## src/rtl/pipe_adder.sv

```systemverilog
// Pipelined ripple-carry adder/subtractor, one CHUNK per stage, valid/ready on both sides.
// Define PIPE_ADDER_SAT_EN to clamp sum to the signed extreme on overflow.
module pipe_adder #(
   parameter int WIDTH  = 16,
   parameter int STAGES = 4
) (
   input  logic             clk,
   input  logic             rst,
   input  logic             in_valid,
   output logic             in_ready,
   input  logic [WIDTH-1:0] a,
   input  logic [WIDTH-1:0] b,
   input  logic             cin,
   input  logic             sub,
   output logic             out_valid,
   input  logic             out_ready,
   output logic [WIDTH-1:0] sum,
   output logic             cout,
   output logic             ovf
);

   localparam int CHUNK = (STAGES > 0) ? WIDTH / STAGES : 1;

   if (WIDTH < 2 || STAGES < 1 || (WIDTH % STAGES) != 0) begin : g_cfg_err
      $error("pipe_adder: WIDTH must be >=2 and a multiple of STAGES>=1");
   end

   logic [WIDTH-1:0] a_q  [STAGES];
   logic [WIDTH-1:0] b_q  [STAGES];
   logic [WIDTH-1:0] s_q  [STAGES];
   logic             c_q  [STAGES];
   logic             v_q  [STAGES];
   logic             ovf_q;

   logic [WIDTH-1:0] op_a [STAGES];
   logic [WIDTH-1:0] op_b [STAGES];
   logic [WIDTH-1:0] op_s [STAGES];
   logic             op_c [STAGES];
   logic             op_v [STAGES];
   logic [CHUNK:0]   part [STAGES];
   logic [WIDTH-1:0] s_d  [STAGES];
   logic             c_d  [STAGES];
   logic             ovf_d;
   logic             msb_cin;
   logic             advance;

   // Stage 0 sees the ports; later stages see the previous stage's registers.
   always_comb begin
      advance = !v_q[STAGES-1] || out_ready;
      op_a[0] = a;
      op_b[0] = sub ? ~b : b;
      op_c[0] = sub ^ cin;
      op_s[0] = '0;
      op_v[0] = in_valid;
      for (int k = 1; k < STAGES; k++) begin
         op_a[k] = a_q[k-1];
         op_b[k] = b_q[k-1];
         op_c[k] = c_q[k-1];
         op_s[k] = s_q[k-1];
         op_v[k] = v_q[k-1];
      end
      for (int k = 0; k < STAGES; k++) begin
         part[k] = {1'b0, op_a[k][k*CHUNK +: CHUNK]}
                 + {1'b0, op_b[k][k*CHUNK +: CHUNK]}
                 + {{CHUNK{1'b0}}, op_c[k]};
         s_d[k] = op_s[k];
         s_d[k][k*CHUNK +: CHUNK] = part[k][CHUNK-1:0];
         c_d[k] = part[k][CHUNK];
      end
      // Carry into the MSB recovered from the MSB sum bit.
      msb_cin = op_a[STAGES-1][WIDTH-1]
              ^ op_b[STAGES-1][WIDTH-1]
              ^ s_d[STAGES-1][WIDTH-1];
      ovf_d = msb_cin ^ c_d[STAGES-1];
`ifdef PIPE_ADDER_SAT_EN
      if (ovf_d) begin
         s_d[STAGES-1] = {~s_d[STAGES-1][WIDTH-1],
                          {(WIDTH-1){s_d[STAGES-1][WIDTH-1]}}};
      end
`else
`endif
   end

   always_ff @(posedge clk or posedge rst) begin
      if (rst) begin
         for (int k = 0; k < STAGES; k++) begin
            v_q[k] <= 1'b0;
            a_q[k] <= '0;
            b_q[k] <= '0;
            s_q[k] <= '0;
            c_q[k] <= 1'b0;
         end
         ovf_q <= 1'b0;
      end else if (advance) begin
         for (int k = 0; k < STAGES; k++) begin
            v_q[k] <= op_v[k];
            if (op_v[k]) begin
               a_q[k] <= op_a[k];
               b_q[k] <= op_b[k];
               s_q[k] <= s_d[k];
               c_q[k] <= c_d[k];
            end
         end
         if (op_v[STAGES-1]) begin
            ovf_q <= ovf_d;
         end
      end
   end

   assign in_ready  = advance;
   assign out_valid = v_q[STAGES-1];
   assign sum       = s_q[STAGES-1];
   assign cout      = c_q[STAGES-1];
   assign ovf       = ovf_q;

endmodule

```

## config.mk

```make
export PLATFORM = sky130hd
export DESIGN_NAME = pipe_adder
export DESIGN_NICKNAME = d
export VERILOG_FILES = /design/src/rtl/pipe_adder.sv
export SDC_FILE = /design/constraint.sdc
export NUM_CORES = 1
export LEC_CHECK = 0
export CORE_ASPECT_RATIO = 1.75
export CORE_MARGIN = 1.5
export CORE_UTILIZATION = 49
export CTS_CLUSTER_DIAMETER = 80
export DETAILED_ROUTE_END_ITERATION = 8
export PLACE_DENSITY = 0.85
export RECOVER_POWER = 50
export SETUP_SLACK_MARGIN = 0.5
export SLEW_MARGIN = 20
export SYNTH_ARGS = -nofsm -noshare
export SYNTH_HDL_FRONTEND = slang
export SYNTH_SLANG_ARGS = --single-unit
```

## constraint.sdc

```tcl
create_clock -name clk -period 3.1 [get_ports clk]
set_input_delay 0.465 -clock clk [delete_from_list [all_inputs] [get_ports clk]]
set_output_delay 0.465 -clock clk [all_outputs]
set_load 0.05 [all_outputs]
```

==> flow_metrics.tcl <==
set metrics [dict create \
    post-route-drc-count 0 \
    wl_met3_um 209 \
    die-area_um2 9280 \
    tns_ns 0 \
    gp_congestion 0.796 \
    powerDensity_nw_per_um2 1080 \
    syn2layout_area_growth_pct 22.9 \
    finClkSkew_ns 0.00631 \
    routedWlPerCell_um 14.3 \
    ctsHoldBuffers 0 \
    start_util_pct 50.9 \
    fmax_mhz 375 \
    yosys_warnings 0 \
    clk_latency_ns 0.34 \
    ys_seq_area_share_pct 57.0 \
    synth_fp_nets 367 \
    r2r_slack_ns 0.98 \
    ys_ff_latch 97 \
    cts_setup_buffers 0 \
    fin_crit_sh_pct 86.0 \
    grt_pass1_vias 2621 \
    drtAntennaViolNets 0 \
    die_y_um 126 \
    dr.pass1.iters 4 \
    cts_tree "yes" \
    maxCapViolCount 0 \
    cts_resized 0 \
    grt_overflow 0 \
    drv_slew 0 \
    die_x_um 73.5 \
    rsz0062_at_grt "no" \
    place_inst 472 \
    root_buffer "clkbuf_16" \
    dr_total_vias 2458 \
    power_uw 5630 \
    grt_pass1_wl_um 12000 \
    tightest_slew_ns 1.36 \
    clkSinkCount 97 \
    hold_viol 0 \
    status "completed" \
    cts_buffers 9 \
    drt_iter0_drc 160 \
    coreArea_um2 8370 \
    avgSynthCellArea_um2 13.8 \
    viasPerCell 5.04 \
    synthesis.area_um2 4260 \
    synthCells 309 \
    cp.required_ns 2.63 \
    critPathLaunchType "primary input" \
    ioPinCount 58 \
    period_minus_slack_ns 2.67 \
    grt_antenna_before_repair 0 \
    arrival_ns 2.20 \
    htree_levels 3 \
    met2_length_um 3800 \
    maxUsedRoutingLayer "met4" \
    critPathMaxFanout 6 \
    p_leak_uw 0.00234 \
    met1_length_um 2790 \
    final_util_pct 62.6 \
    nNetsFinal 426 \
    slew_headroom_pct 8.52 \
    dp_hpwl_um 5080 \
    clk_path_buf_depth 2 \
    grt_usage_pct 16.8 \
    setup_viol 0 \
    final_cells 488 \
    routed_wl_um 6990 \
    grt_max_degree 46 \
    worst_setup_path_end_kind "output port" \
    drive_gt1_share_pct 24.1 \
    rows 44 \
    clk_pin_slew_ns 0.06 \
    synth.distinct_cells 22 \
    critical_path_class "primary input to output port" \
    hp-class "flip-flop to flip-flop" \
    diodes 0 \
    io_buffers 57 \
    peakVddDrop_v 0.000626 \
]
==> synth_stat cells <==
library cell / n / area, µm²
inv_6: 1 / 8.76
buf_2: 3 / 15.0
ha_1: 12 / 150
nand2_2: 2 / 12.5
inv_1: 5 / 18.8
o21ai_0: 26 / 130
nand2b_1: 1 / 6.26
dfrtp_1: 97 / 2430
a21o_1: 8 / 60.1
nand2_1: 32 / 120
mux2_4: 3 / 45.0
xor2_1: 10 / 87.6
nor2b_4: 1 / 13.8
xnor2_1: 16 / 140
fa_1: 8 / 160
buf_6: 2 / 22.5
nand2_4: 2 / 22.5
clkbuf_2: 1 / 5.00
buf_4: 7 / 52.6
a21oi_1: 8 / 40.0
mux2_1: 1 / 11.3
mux2_2: 63 / 709
==> cell usage in the layout (no fill, tap or decap), types with 2 or more instances in the layout <==
cell type	instances
buf_4	3
ha_1	12
a21o_1	8
clkbuf_16	9
fa_1	8
a21oi_1	8
nand2_1	33
clkdlybuf4s50_1	55
mux2_4	3
xor2_1	10
dlygate4sd3_1	2
inv_1	4
o21ai_0	26
xnor2_1	16
mux2_2	63
nand2_2	2
clkbuf_8	5
dfrtp_1	97
==> stage by stage <==
step                worst slack [ns]  hold WS [ns]  area [µm²]
floorplan                      0.819         0.446        4260
global placement               0.555         0.458        4920
detailed placement             0.497         0.469        4920
CTS                            0.700         0.481        5250
global route                   0.400         0.508        5240
finish                         0.434         0.478        5240
==> path summary, 6_finish.rpt <==
| check | end | depth (start not counted) | start |
|---|---|---|---|
| min in group asynchronous | op_s[0] | 2 | rst |
| max in group asynchronous | c_q[3] | 3 | rst |
| max reg2reg | op_s[5] | 4 | out_valid |
| min reg2reg | op_s[35] | 2 | op_s[35] |
| max | in_ready | 4 | out_ready |
| min | op_s[35] | 2 | op_s[35] |
==> critical path, cell delays in order <==
cell and delay (ns):
dlygate4sd3_1 0.54, nor2b_1 0.40, inv_6 0.08, clkdlybuf4s50_1 0.71
==> report_power, final <==
part           internal (µW)  leakage [µW]  switching (µW)
combinational           1100       0.00101            1200
clock                    735      0.000162             429
sequential              1840       0.00117             327
total                   3680       0.00234            1950
==> registers in the layout, indices dropped and copies added (netlist names) <==
register   cells
a_q           24
b_q           24
op_s          24
sum           16
c_q            3
op_v           3
cout           1
out_valid      1
ovf            1
==> cells by family (layout without fill, tap and decap cells) <==
family / count (synthesis) / after routing / share of synthesized area, %
compound gates: 42 / 42 / 5.41
xor+xnor: 26 / 26 / 5.35
fa+ha+maj: 20 / 20 / 7.29
buf+inv: 19 / 83 / 2.88
flops: 97 / 97 / 57.0
mux: 67 / 67 / 18.0
simple gates: 38 / 38 / 4.11
==> final cells by class <==
| class | count | area, µm² |
|---|---|---|
| fillers | 643 | 3130 |
| flip-flops and latches | 97 | 2430 |
| multi-input cells | 193 | 1690 |
| repair buffers | 61 | 613 |
| clock buffers | 15 | 298 |
| well taps | 115 | 144 |
| clock inverters | 1 | 30.0 |
| inverters | 6 | 28.8 |
==> metal layers <==
metal,up-vias,global-route usage [%]
met2,56,28.2
met3,13,3.42
met1,1220,20.1
met4,0,8.28
li1,1169,-
met5,-,0
Note: power is estimated with default switching activity, not from simulation.
